--- config.mk ---
export PLATFORM = sky130hd
export DESIGN_NAME = egress_frame_scheduler_flat
export DESIGN_NICKNAME = d
export VERILOG_FILES = /design/src/rtl/egress_frame_scheduler_if.sv /design/src/rtl/egress_frame_scheduler.sv /design/src/flat_wrapper.sv
export SDC_FILE = /design/constraint.sdc
export NUM_CORES = 1
export LEC_CHECK = 0
export CAP_MARGIN = 25
export CORE_MARGIN = 10
export CORE_UTILIZATION = 45
export DETAILED_ROUTE_END_ITERATION = 12
export GPL_ROUTABILITY_DRIVEN = 0
export PLACE_DENSITY = 0.85
export SETUP_SLACK_MARGIN = 0.02
export SYNTH_ARGS = -nofsm -noshare
export SYNTH_HDL_FRONTEND = slang
export SYNTH_SLANG_ARGS = --single-unit
export TNS_END_PERCENT = 1
--- constraint.sdc ---
create_clock -name clk_i -period 5.4 [get_ports clk_i]
set_input_delay 0.54 -clock clk_i [delete_from_list [all_inputs] [get_ports clk_i]]
set_output_delay 0.54 -clock clk_i [all_outputs]
set_load 0.02 [all_outputs]
--- src/rtl/egress_frame_scheduler_if.sv ---
// egress_frame_scheduler_if: ingress queue heads/pops and the tx lane of one egress port
interface egress_frame_scheduler_if #(
  parameter int P_PORTS = 4
);
  logic [P_PORTS-1:0]   req_i;
  logic [P_PORTS-1:0]   last_i;
  logic [8*P_PORTS-1:0] data_i;
  logic [P_PORTS-1:0]   rd_o;
  logic [7:0]           tx_data_o;
  logic                 tx_ctrl_o;
  modport master (output req_i, last_i, data_i, input rd_o, tx_data_o, tx_ctrl_o);
  modport slave  (input req_i, last_i, data_i, output rd_o, tx_data_o, tx_ctrl_o);
endinterface

--- src/rtl/egress_frame_scheduler.sv ---
// egress_frame_scheduler: round-robin whole-frame scheduler for one egress tx lane with IFG and length watchdog.
// Define SCHED_STATS_EN to add the frames_o/aborts_o counters (tied to 0 otherwise).
module egress_frame_scheduler #(
  parameter int P_PORTS     = 4,
  parameter int P_IFG       = 12,
  parameter int P_MAX_BYTES = 1522,
  parameter int P_CNT_W     = 16
) (
  input  logic                       clk_i,
  input  logic                       rstn_i,
  egress_frame_scheduler_if.slave    bus,
  output logic [$clog2(P_PORTS)-1:0] grant_o,
  output logic                       busy_o,
  output logic                       abort_o,
  output logic [P_CNT_W-1:0]         frames_o,
  output logic [P_CNT_W-1:0]         aborts_o
);
  localparam int GW = $clog2(P_PORTS);
  localparam int CW = $clog2(P_MAX_BYTES + 1);
  localparam int IW = P_IFG > 1 ? $clog2(P_IFG) : 1;
  typedef enum logic [2:0] {IDLE, ARB, SEND, FLUSH, GAP} state_t;
  state_t state, state_nxt;
  logic [CW-1:0] cnt;
  logic [IW-1:0] gap;
  logic [GW-1:0] pick, idx;
  logic [7:0] data_g, tx_data;
  logic any_req, last_g, pop, at_max, abort_hit, tx_ctrl;
  assign any_req   = |bus.req_i;
  assign last_g    = bus.last_i[grant_o];
  assign data_g    = bus.data_i[{grant_o, 3'b000} +: 8];
  assign pop       = state == SEND || state == FLUSH;
  assign at_max    = cnt == CW'(P_MAX_BYTES - 1);
  assign abort_hit = state == SEND && !last_g && at_max;
  assign busy_o    = state != IDLE;
  assign bus.rd_o      = pop ? P_PORTS'(1) << grant_o : '0;
  assign bus.tx_data_o = tx_data;
  assign bus.tx_ctrl_o = tx_ctrl;
  // Walk from farthest to nearest so the first requester after grant_o wins.
  always_comb begin
    pick = grant_o;
    idx  = '0;
    for (int i = P_PORTS; i >= 1; i--) begin
      idx = GW'((int'(grant_o) + i) % P_PORTS);
      if (bus.req_i[idx]) pick = idx;
    end
  end
  always_comb begin
    state_nxt = state;
    unique case (state)
      IDLE:    state_nxt = any_req ? ARB : IDLE;
      ARB:     state_nxt = any_req ? SEND : IDLE;
      SEND:    state_nxt = last_g ? GAP : at_max ? FLUSH : SEND;
      FLUSH:   state_nxt = last_g ? GAP : FLUSH;
      GAP:     state_nxt = gap == '0 ? IDLE : GAP;
      default: state_nxt = IDLE;
    endcase
  end
  always_ff @(posedge clk_i or negedge rstn_i)
    if (!rstn_i) state <= IDLE;
    else state <= state_nxt;
  always_ff @(posedge clk_i or negedge rstn_i) begin
    if (!rstn_i) begin
      grant_o <= GW'(P_PORTS - 1);
      cnt     <= '0;
      gap     <= '0;
      tx_data <= '0;
      tx_ctrl <= 1'b0;
      abort_o <= 1'b0;
    end else begin
      if (state == ARB && any_req) grant_o <= pick;
      cnt     <= state == ARB ? '0 : state == SEND && cnt != CW'(P_MAX_BYTES) ? cnt + 1'b1 : cnt;
      gap     <= state == GAP ? gap - 1'b1 : IW'(P_IFG - 1);
      tx_ctrl <= state == SEND;
      if (state == SEND) tx_data <= data_g;
      abort_o <= abort_hit;
    end
  end
`ifdef SCHED_STATS_EN
  always_ff @(posedge clk_i or negedge rstn_i) begin
    if (!rstn_i) begin
      frames_o <= '0;
      aborts_o <= '0;
    end else begin
      if (state == SEND && last_g) frames_o <= frames_o + 1'b1;
      if (abort_hit) aborts_o <= aborts_o + 1'b1;
    end
  end
`else
  assign frames_o = '0;
  assign aborts_o = '0;
`endif
endmodule
--- src/flat_wrapper.sv ---
// flat-port wrapper written by rule: the top's interface ports become plain ports
module egress_frame_scheduler_flat 
#(
  parameter int P_PORTS     = 4,
  parameter int P_IFG       = 12,
  parameter int P_MAX_BYTES = 1522,
  parameter int P_CNT_W     = 16
)
  (clk_i, rstn_i, grant_o, busy_o, abort_o, frames_o, aborts_o, bus_req_i, bus_last_i, bus_data_i, bus_rd_o, bus_tx_data_o, bus_tx_ctrl_o);
  egress_frame_scheduler_if #(.P_PORTS(P_PORTS)) bus_i ();
  input  logic clk_i;
  input  logic rstn_i;
  output logic [$clog2(P_PORTS)-1:0] grant_o;
  output logic busy_o;
  output logic abort_o;
  output logic [P_CNT_W-1:0] frames_o;
  output logic [P_CNT_W-1:0] aborts_o;
  input wire logic [$bits(bus_i.req_i)-1:0] bus_req_i;
  input wire logic [$bits(bus_i.last_i)-1:0] bus_last_i;
  input wire logic [$bits(bus_i.data_i)-1:0] bus_data_i;
  output wire logic [$bits(bus_i.rd_o)-1:0] bus_rd_o;
  output wire logic [$bits(bus_i.tx_data_o)-1:0] bus_tx_data_o;
  output wire logic [$bits(bus_i.tx_ctrl_o)-1:0] bus_tx_ctrl_o;
  assign bus_i.req_i = bus_req_i;
  assign bus_i.last_i = bus_last_i;
  assign bus_i.data_i = bus_data_i;
  assign bus_rd_o = bus_i.rd_o;
  assign bus_tx_data_o = bus_i.tx_data_o;
  assign bus_tx_ctrl_o = bus_i.tx_ctrl_o;
  egress_frame_scheduler #(.P_PORTS(P_PORTS), .P_IFG(P_IFG), .P_MAX_BYTES(P_MAX_BYTES), .P_CNT_W(P_CNT_W)) u_core (.clk_i(clk_i), .rstn_i(rstn_i), .bus(bus_i), .grant_o(grant_o), .busy_o(busy_o), .abort_o(abort_o), .frames_o(frames_o), .aborts_o(aborts_o));
endmodule
==> impl_results.md, run 1 <==
* Setup violators final at 0
* Die width at 88.6 um
* Synthesized flop and latch total at 30
* DR WL/cell at 16.0 um
* Routed met1 length at 1810 um
* Critical path startpoint category: flip-flop
* Adder-Cell Fraction of Synth Area at 4.73%
* Clk root buf: clkbuf_8
* Post-synthesis mux area share at 18.6%
* Post-synthesis simple-gate area fraction at 16.6%
* Tightest Hold Check Type: flip-flop to flip-flop
* CTS HTree Levels at 2
* Setup TNS at 0 ns
* Num Clock Sinks at 30
* Worst skew pair latency at 0.28 ns
* Outcome: finished clean
* Reg area at 753 um2
* Postcts setup bufs at 0
* Post-synthesis share of cell area spent on xor and xnor gates at 4.14%
* Hold Buf Count CTS at 0
* Placed inst area at 2590 um2
* Area Growth Syn to Fin at 28.0%
* Global-route wire length before repair at 7600 um
* Setup crit end: bus_rd_o[0]
* R2R Setup Slk at 3.11 ns
* Hold Fails Final Rpt at 0
* Pwr/cell area at 449 nW/um2
* Worst R2R Start: u_core.grant_o[0]
* Worst Tran Pin Value at 0.847 ns
* CTS clk-pin slew, worst paths at 0.06 ns
* Compound-Gate Fraction of Synth Area at 4.32%
* Worst path bufs/invs at 2
* Mapped Cells at 191
* Met2 WL at 2510 um
* Routed Wire Length at 4840 um
* DR iter-0 viols at 61
* Slew Viols, Final at 0
* CTS tree: done
* Minimum clock period at 2.79 ns
* WP data required at 4.86 ns
* DP Wirelength at 3770 um
* DR vias at 1537
* Final routed DRC violation total at 0
* Crit-path cells: inv_1 > ha_1 > and2_1 > clkdlybuf4s50_1
* Top Family by Delay on Critical Path: flip-flops
* Antenna fix cells at 0
* Die H at 88.6 um
* Rows at 24
* CP Class: flip-flop to output pin
* Worst-case reg-to-reg path depth at 6
* Pre-CTS setup slack at 2.87 ns
* Vias per inst at 5.07
* Total gr overflow at 0
* Detailed Routing Iterations Pass 1 at 4
* Critical Path Fanout Max at 19
* Fin Clk Skew at 0.00410 ns
* Critical Path End Type: output pin
* Post-cts gate resize count at 0
* Share of the yosys chip area belonging to registers at 35.6%
* Antenna Nets Post-Route at 0
* DR WL met3 at 451 um
* Top Layer Used: met4
* Synth Cell Area at 2120 um2
* Synth warnings at 0
* Critical Path Start: u_core.grant_o[0]
* Max stage delay cell, worst path: dfstp_2
* P_leak at 1.19 nW
* Fmax at 358 MHz
* Period utilization at 51.7%
* Vias in the first global route at 1594
* Final #Nets at 300
* Initial Util at 47.6%
* Post-route cell area at 2710 um2
* CP arrival at 2.25 ns
* Synth cell types at 42
* Share of cells above drive strength 1 at 15.5%
* Peak VDD IR at 0.219 mV
* Worst setup margin at 2.61 ns
* Clk buf depth at 2
* WP depth at 4
* RSZ-0062 raised after global routing: false
* DIE AREA at 7840 um2
* Max cap viols at 0
* Core Footprint at 4440 um2
* Mean Syn Cell Area at 11.1 um2
* Total Routing Usage GR at 12.3%
* I/O Pins at 91
* I/O Buffers at 58
* Antenna violations before repair at 0
* Fill cell count at 364
* Area occupied by multi-input gates at 1140 um2
* Worst path max stage delay at 0.87 ns
* CTS buffer count at 5
* Worst r2r dst: u_core.grant_o[1]
* Slew HR at 43.0%
* Largest net degree at the start of global routing at 31
* Largest family of logic cells by synthesized area: multiplexers
-- metrics by stage --
| step | std cells | utilization [%] | hold slack, ns | total power, mW |
|---|---|---|---|---|
| floorplan | 222 | - | 0.244 | 0.826 |
| global placement | 294 | 58.2 | 0.450 | 0.973 |
| detailed placement | 294 | 58.2 | 0.461 | 0.988 |
| CTS | 302 | 60.7 | 0.470 | 1.22 |
| global route | 303 | 61.0 | 0.494 | 1.29 |
| finish | 303 | 61.0 | 0.466 | 1.21 |
-- flip-flops by register name, summed over array words and instances, names as in the netlist --
signal                flops
u_core.gap                4
u_core.cnt               11
u_core.bus.tx_data_o      8
u_core.state              3
u_core.bus.tx_ctrl_o      1
u_core.abort_o            1
u_core.grant_o            2
-- metal layers --
metal,GRT usage [%],up-vias
met5,0,-
met4,4.55,0
met3,6.07,5
met2,21.0,62
met1,12.9,738
li1,-,732
-- kinds of logic (layout without fill, tap and decap cells) --
family	after synthesis	count (layout)
AOI/OAI and AO/OA	11	11
xor gates and xnor gates	10	10
adders and majority gates	8	8
buffers and inverters	49	78
DFF	30	30
muxes	23	23
other	1	32
and+or+nand+nor	59	59
-- Yosys cell counts, drive strengths merged --
cell | number | share of area [%]
ha | 8 | 4.7
nor3 | 5 | 1.2
or3b | 2 | 0.95
and3 | 1 | 0.30
conb | 1 | 0.18
xor2 | 8 | 3.3
and4 | 2 | 0.83
o21bai | 1 | 0.35
nor4 | 1 | 0.30
inv | 10 | 1.8
and2 | 7 | 2.1
mux4 | 12 | 13
nand3 | 9 | 2.4
a311oi | 1 | 1.2
o21ai | 2 | 0.47
dfrtp | 28 | 33
dfstp | 2 | 2.5
a32oi | 1 | 0.41
mux2i | 3 | 1.4
nor2b | 1 | 0.30
nand4 | 5 | 1.5
a22o | 1 | 0.41
nand2 | 9 | 1.6
a21oi | 2 | 0.47
a31oi | 2 | 0.59
xnor2 | 2 | 0.83
buf | 38 | 13
nor4b | 1 | 0.41
or3 | 1 | 0.35
a211oi | 1 | 0.35
and4bb | 1 | 0.59
nor2 | 9 | 1.6
nand2b | 1 | 0.65
nor3b | 4 | 1.7
mux2 | 8 | 4.3
clkbuf | 1 | 0.65
-- power breakdown --
part	leakage, nW	internal, mW	switching, mW
clock	0.0514	0.137	0.0798
combinational	0.763	0.331	0.267
sequential	0.374	0.294	0.106
-- layout make-up --
type                    count  area share [%]
well taps                  52            2.40
inverters                  10            1.39
repair buffers             60            22.1
multi-input cells         143            42.2
flip-flops and latches     30            27.8
clock inverters             2            1.39
clock buffers               6            2.68
-- cell usage in the layout, fill, tap and decap left out, types with 3 or more instances in the layout --
cell | synthesis | final
clkbuf_8 | 1 | 5
mux2i_1 | 3 | 3
nor2_1 | 9 | 9
dfrtp_1 | 28 | 28
clkdlybuf4s50_1 | 0 | 58
inv_1 | 10 | 10
nand2_1 | 9 | 9
nand3_1 | 8 | 8
mux2_2 | 8 | 8
nand4_1 | 5 | 5
conb_1 | 1 | 32
xor2_1 | 8 | 8
and2_1 | 7 | 7
ha_1 | 8 | 8
nor3_1 | 5 | 5
mux4_2 | 11 | 11
nor3b_1 | 3 | 3
-- worst min path at each step --
stage / from / endpoint / slack [ns] / depth (start not counted)
4_1_cts: u_core.gap[0] / u_core.gap[0] / 0.47 / 1
3_3_place_gp: u_core.gap[0] / u_core.gap[0] / 0.45 / 1
2_1_floorplan: rstn_i / u_core.abort_o / 0.24 / 0
5_1_grt: u_core.gap[0] / u_core.gap[0] / 0.49 / 1
6_report: u_core.gap[0] / u_core.gap[0] / 0.47 / 1
3_5_place_dp: u_core.gap[0] / u_core.gap[0] / 0.46 / 1
No activity file was read; power rests on OpenSTA's default activity.
==> run 2, diff against run 1 <==
--- a/config.mk
+++ b/config.mk
@@ -7,10 +7,10 @@
 export LEC_CHECK = 0
 export CAP_MARGIN = 25
 export CORE_MARGIN = 10
-export CORE_UTILIZATION = 45
+export CORE_UTILIZATION = 43
 export DETAILED_ROUTE_END_ITERATION = 12
 export GPL_ROUTABILITY_DRIVEN = 0
-export PLACE_DENSITY = 0.85
+export PLACE_DENSITY = 0.81
 export SETUP_SLACK_MARGIN = 0.02
 export SYNTH_ARGS = -nofsm -noshare
 export SYNTH_HDL_FRONTEND = slang
==> constraint.sdc (replaced) <==
create_clock -name clk_i -period 2.9 [get_ports clk_i]
set_input_delay 0.29 -clock clk_i [delete_from_list [all_inputs] [get_ports clk_i]]
set_output_delay 0.29 -clock clk_i [all_outputs]
set_load 0.02 [all_outputs]
==> impl_results.md, run 2 (synthesized netlist as in run 1, its figures left out) <==
* I/O Pins at 91 (unchanged)
* Total Routing Usage GR at 11.6% (-0.76 points)
* Sw Share at 38.3% (+1.0 points)
* Vias in the first global route at 1672 (+4.9%)
* CTS buffer count at 5 (unchanged)
* Worst skew pair latency at 0.28 ns (about the same)
* Largest net degree at the start of global routing at 31 (unchanged)
* Num Clock Sinks at 30 (unchanged)
* DIE AREA at 8130 um2 (+3.6%)
* Vias per inst at 4.83 (-4.8%)
* Slew HR at 46.2% (+3.2 points)
* Register share of total power at 31.4% (-1.5 points)
* P_leak at 1.19 nW (about the same)
* Detailed Routing Iterations Pass 1 at 4 (unchanged)
* Fin Clk Skew at 0.00584 ns (+0.00174 ns)
* Setup TNS at 0 ns (unchanged)
* CTS tree: done
* Die width at 90.1 um (+1.8%)
* Post-cts gate resize count at 0 (unchanged)
* RSZ-0062 raised after global routing: false
* Max stage delay cell, worst path: dfstp_2
* Fill cell count at 429 (+18%)
* Clk root buf: clkbuf_8
* Slew Viols, Final at 0 (unchanged)
* Rows at 25 (+4.2%)
* DR iter-0 viols at 104 (+70%)
* Peak VDD IR at 0.397 mV (+81%)
* Global-route wire length before repair at 7870 um (+3.6%)
* Pwr/cell area at 811 nW/um2 (+81%)
* Routed Wire Length at 4750 um (-1.8%)
* CP arrival at 2.03 ns (-0.22 ns)
* Minimum clock period at 2.32 ns
* CP Class: flip-flop to output pin
* CTS HTree Levels at 2 (unchanged)
* Period utilization at 79.8%
* Most flop-heavy register: u_core.cnt
* Final routed DRC violation total at 0 (unchanged)
* Clk network pwr share at 16.0% (-1.9 points)
* Worst path max stage delay at 0.75 ns (-0.12 ns)
* Gate power share at 52.6% (+3.4 points)
* Hold Buf Count CTS at 0 (unchanged)
* Worst Tran Pin Value at 0.800 ns (-0.0472 ns)
* WP data required at 2.61 ns (-2.25 ns)
* Fmax at 432 MHz
* Total gr overflow at 0 (unchanged)
* Max reg flops at 11 (unchanged)
* DR WL/cell at 14.9 um (-6.7%)
* DR vias at 1541 (+0.26%)
* CTS clk-pin slew, worst paths at 0.07 ns (about the same)
* Antenna fix cells at 0 (unchanged)
* I/O Buffers at 58 (unchanged)
* Crit-path cells: inv_1 > ha_1 > and2_1 > clkdlybuf4s50_1
* Final hold slack at 0.397 ns (-0.0684 ns)
* Initial Util at 44.5% (-3.1 points)
* Critical path startpoint category: flip-flop
* Hold Fails Final Rpt at 0 (unchanged)
* Pint at 1.36 mW (+78%)
* DP Wirelength at 3910 um (+3.8%)
* Die H at 90.1 um (+1.8%)
* Share of cells above drive strength 1 at 16.3% (+0.73 points)
* Area Growth Syn to Fin at 28.4%
* Max cap viols at 0 (unchanged)
* Critical Path End Type: output pin
* Final #Nets at 301 (+0.33%)
* Outcome: finished clean
* Switching Power at 0.843 mW (+86%)
* Clk buf depth at 2 (unchanged)
* Critical Path Fanout Max at 17 (-2)
* Tightest Hold Check Type: primary input to asynchronous set/reset pin
* Postcts setup bufs at 0 (unchanged)
* Core Util, Final at 57.1% (-3.8 points)
* Post-route cell area at 2720 um2 (+0.28%)
* Commonest non-fill, non-tap cell in the layout: clkdlybuf4s50_1
* Antenna Nets Post-Route at 0 (unchanged)
* Commonest cells after routing, fill and taps aside: clkdlybuf4s50_1 (58), conb_1 (32), dfrtp_1 (28)
* Core Footprint at 4750 um2 (+7.0%)
* Placed inst area at 2620 um2 (+1.3%)
* Antenna violations before repair at 0 (unchanged)
* Setup violators final at 0 (unchanged)
[run 2: cell types whose count changed in the layout (fill, tap and decap cells not counted)]
| cell | delta |
|---|---|
| buf_4 | +2 |
| buf_6 | -1 |
| bufinv_16 | -1 |
| clkbuf_1 | -1 |
| clkbuf_8 | +1 |
| clkinv_2 | +1 |
[run 2: layer usage]
layer / up-vias / GRT usage, % / routed length (um)
li1: 727 / - / -
met1: 730 / 11.7 / 1780
met2: 77 / 19.8 / 2420
met3: 7 / 5.74 / 472
met4: 0 / 5.04 / 82
met5: - / 0 / 0
[run 2: cell type report]
cell class | count | area, um2 | share of cell area, %
repair buffers | 61 | 603 | 22.2
inverters | 10 | 37.5 | 1.38
clock inverters | 2 | 12.5 | 0.461
flip-flops and latches | 30 | 753 | 27.7
multi-input cells | 143 | 1140 | 42.1
clock buffers | 6 | 82.6 | 3.04
well taps | 67 | 83.8 | 3.09
[run 2: power groups by stage]
stage	clock (mW)	sequential [mW]	combinational, mW
after floorplan	0	0.718	0.820
after global placement	0	0.693	1.14
after detailed placement	0	0.699	1.17
after CTS	0.361	0.692	1.17
after global routing	0.381	0.714	1.26
final	0.353	0.691	1.16
[run 2: stage by stage]
step                cells  total power, mW  setup WS (ns)
global placement      311             1.83          0.900
detailed placement    311             1.87          0.843
CTS                   319             2.23          0.562
finish                319             2.20          0.585
global route          319             2.35          0.502
floorplan             222             1.54          0.756
[run 2: critical path: cells and delay by family, from the launching register on]
| kind | cells | cell delay (ns) |
|---|---|---|
| AND/OR/NAND/NOR | 1 | 0.13 |
| adder cells (fa/ha/maj) | 1 | 0.20 |
| buffers and inverters | 2 | 0.67 |
| flip-flops | 1 | 0.75 |
[run 2: path summary, 6_finish.rpt]
| check | start | depth (start not counted) | slack [ns] | end |
|---|---|---|---|---|
| worst min-delay path | rstn_i | 2 | 0.40 | u_core.gap[2] |
| worst max register to register | u_core.grant_o[1] | 6 | 0.85 | u_core.grant_o[1] |
| worst max-delay path | u_core.grant_o[1] | 4 | 0.58 | bus_rd_o[0] |
| min in group clk_i | u_core.gap[0] | 1 | 0.46 | u_core.gap[0] |
| worst min register to register | u_core.gap[0] | 1 | 0.46 | u_core.gap[0] |
| max in group asynchronous | rstn_i | 2 | 2.19 | u_core.grant_o[0] |
==> run 3, diff against run 2 <==
--- a/config.mk
+++ b/config.mk
@@ -7,10 +7,10 @@
 export LEC_CHECK = 0
 export CAP_MARGIN = 25
 export CORE_MARGIN = 10
-export CORE_UTILIZATION = 43
+export CORE_UTILIZATION = 39
 export DETAILED_ROUTE_END_ITERATION = 12
 export GPL_ROUTABILITY_DRIVEN = 0
-export PLACE_DENSITY = 0.81
+export PLACE_DENSITY = 0.78
 export SETUP_SLACK_MARGIN = 0.02
 export SYNTH_ARGS = -nofsm -noshare
 export SYNTH_HDL_FRONTEND = slang
==> constraint.sdc (replaced) <==
create_clock -name clk_i -period 2.1 [get_ports clk_i]
set_input_delay 0.21 -clock clk_i [delete_from_list [all_inputs] [get_ports clk_i]]
set_output_delay 0.21 -clock clk_i [all_outputs]
set_load 0.02 [all_outputs]
==> impl_results.md, run 3 (synthesized netlist as in run 1, its figures left out) <==
* Routed Wire Length at 4770 um (+0.48%)
* Area Growth Syn to Fin at 31.4%
* Top Family by Delay on Critical Path: buffers and inverters
* DIE AREA at 8770 um2 (+7.9%)
* Pint at 1.95 mW (+43%)
* Post-route cell area at 2780 um2 (+2.3%)
* Clk buf depth at 2 (unchanged)
* Period utilization at 95.4%
* Worst-case reg-to-reg path depth at 5 (-1)
* I/O Buffers at 58 (unchanged)
* Placed inst area at 2680 um2 (+2.1%)
* Clk root buf: clkbuf_8
* Fin Clk Skew at 0.00315 ns (-0.00269 ns)
* Die H at 93.7 um (+3.9%)
* P_leak at 1.25 nW (+5.1%)
* Crit-path cells: or3_2 > clkdlybuf4s50_1
* Total power at 3.12 mW (+42%)
* DR vias at 1531 (-0.65%)
* Clk network pwr share at 15.4% (-0.6 points)
* Gate power share at 55.0% (+2.4 points)
* Worst path max stage delay at 0.55 ns (-0.20 ns)
* CTS buffer count at 5 (unchanged)
* Dpl cells at 317 (+1.9%)
* Max reg flops at 11 (unchanged)
* Worst skew pair latency at 0.28 ns (about the same)
* Critical path startpoint category: flip-flop
* Antenna Nets Post-Route at 0 (unchanged)
* Largest net degree at the start of global routing at 31 (unchanged)
* Fmax at 499 MHz
* Detailed Routing Iterations Pass 1 at 4 (unchanged)
* DR iter-0 viols at 95 (-8.7%)
* Commonest non-fill, non-tap cell in the layout: clkdlybuf4s50_1
* Slew Viols, Final at 0 (unchanged)
* Commonest cells after routing, fill and taps aside: clkdlybuf4s50_1 (55), conb_1 (32), dfrtp_1 (27)
* I/O Pins at 91 (unchanged)
* Vias per inst at 4.71 (-2.5%)
* Worst Tran Pin Value at 0.510 ns (-0.290 ns)
* Layout Cells excl Fill at 325 (+1.9%)
* Peak VDD IR at 0.611 mV (+54%)
* Max stage delay cell, worst path: clkdlybuf4s50_1
* CTS clk-pin slew, worst paths at 0.06 ns (about the same)
* Critical Path Fanout Max at 11 (-6)
* Setup violators final at 0 (unchanged)
* Register share of total power at 29.6% (-1.8 points)
* WP depth at 2 (-2)
* Fill cell count at 453 (+5.6%)
* Total gr overflow at 0 (unchanged)
* Total Routing Usage GR at 11.0% (-0.60 points)
* Vias in the first global route at 1609 (-3.8%)
* Antenna violations before repair at 0 (unchanged)
* Area occupied by multi-input gates at 1160 um2 (+1.8%)
* CTS HTree Levels at 2 (unchanged)
* Outcome: finished clean
* Hold Buf Count CTS at 0 (unchanged)
* DR WL/cell at 14.7 um (-1.4%)
* Initial Util at 40.9% (-3.6 points)
* CTS tree: done
* Switching Power at 1.17 mW (+39%)
* CP Class: flip-flop to output pin
* Critical Path End Type: output pin
* Slew HR at 65.9% (+20 points)
* Most flop-heavy register: u_core.cnt
* Die width at 93.7 um (+3.9%)
* Antenna fix cells at 0 (unchanged)
* Hold Fails Final Rpt at 0 (unchanged)
* Final #Nets at 304 (+1.0%)
* Rows at 26 (+4.0%)
* CP arrival at 1.79 ns (-0.24 ns)
* Minimum clock period at 2.00 ns
* RSZ-0062 raised after global routing: false
* Share of cells above drive strength 1 at 18.8% (+2.6 points)
* Num Clock Sinks at 30 (unchanged)
* Worst path bufs/invs at 1 (-1)
* Sw Share at 37.6% (-0.70 points)
* WP data required at 1.89 ns (-0.72 ns)
* Max cap viols at 0 (unchanged)
* Setup TNS at 0 ns (unchanged)
* Reg area at 754 um2 (+0.17%)
* Final routed DRC violation total at 0 (unchanged)
* DP Wirelength at 3870 um (-1.1%)
* Core Footprint at 5170 um2 (+8.8%)
* Pwr/cell area at 1120 nW/um2 (+38%)
* Tightest Hold Check Type: primary input to asynchronous set/reset pin
* Global-route wire length before repair at 7690 um (-2.2%)
[run 3: timing repair]
item,CTS,global route
resized for setup,1,4
setup buffers,0,0
endpoints found under the setup margin,3,4
cloned,0,0
[run 3: worst paths after layout]
kind	from	end	slack, ns
setup / recovery	u_core.state[1]	busy_o	0.1
hold / removal	rstn_i	u_core.state[2]	0.32
setup reg to reg	u_core.grant_o[0]	u_core.grant_o[0]	0.25
hold reg to reg	u_core.gap[0]	u_core.gap[0]	0.45
max in group asynchronous	rstn_i	u_core.grant_o[1]	1.46
min in group clk_i	u_core.gap[0]	u_core.gap[0]	0.45
[run 3: area by class of cell]
class | count | share of cell area [%]
inverter | 10 | 1.35
sequential | 30 | 27.1
multi-input combinational | 143 | 41.9
tap | 70 | 3.15
clock buffer | 6 | 2.97
timing repair buffer | 64 | 23.1
clock inverter | 2 | 0.450
[run 3: stage by stage]
step                      hold slack [ns]  worst slack [ns]  utilization, %
after floorplan                   -0.0856            0.0442               -
after global placement              0.451             0.269            51.8
after detailed placement            0.452             0.247            51.8
after CTS                           0.330           0.00259            53.6
after global routing                0.352            0.0381            53.7
final                               0.321            0.0959            53.7
[run 3: power groups by stage]
stage               Sequential (mW)  Combinational [mW]  Clock, mW
detailed placement            0.934                1.74          0
floorplan                     0.992                1.18          0
CTS                           0.926                1.74      0.495
global route                  0.960                1.85      0.524
finish                        0.925                1.72      0.479
global placement              0.924                1.71          0
[run 3: routing by layer]
metal  vias to the layer above  GRT usage, %  routed length (um)
met1                       737          11.8                1880
met2                        54          18.3                2440
met3                         4          4.64                 392
met4                         0          4.94                  59
li1                        736             -                   -
met5                         -             0                   0
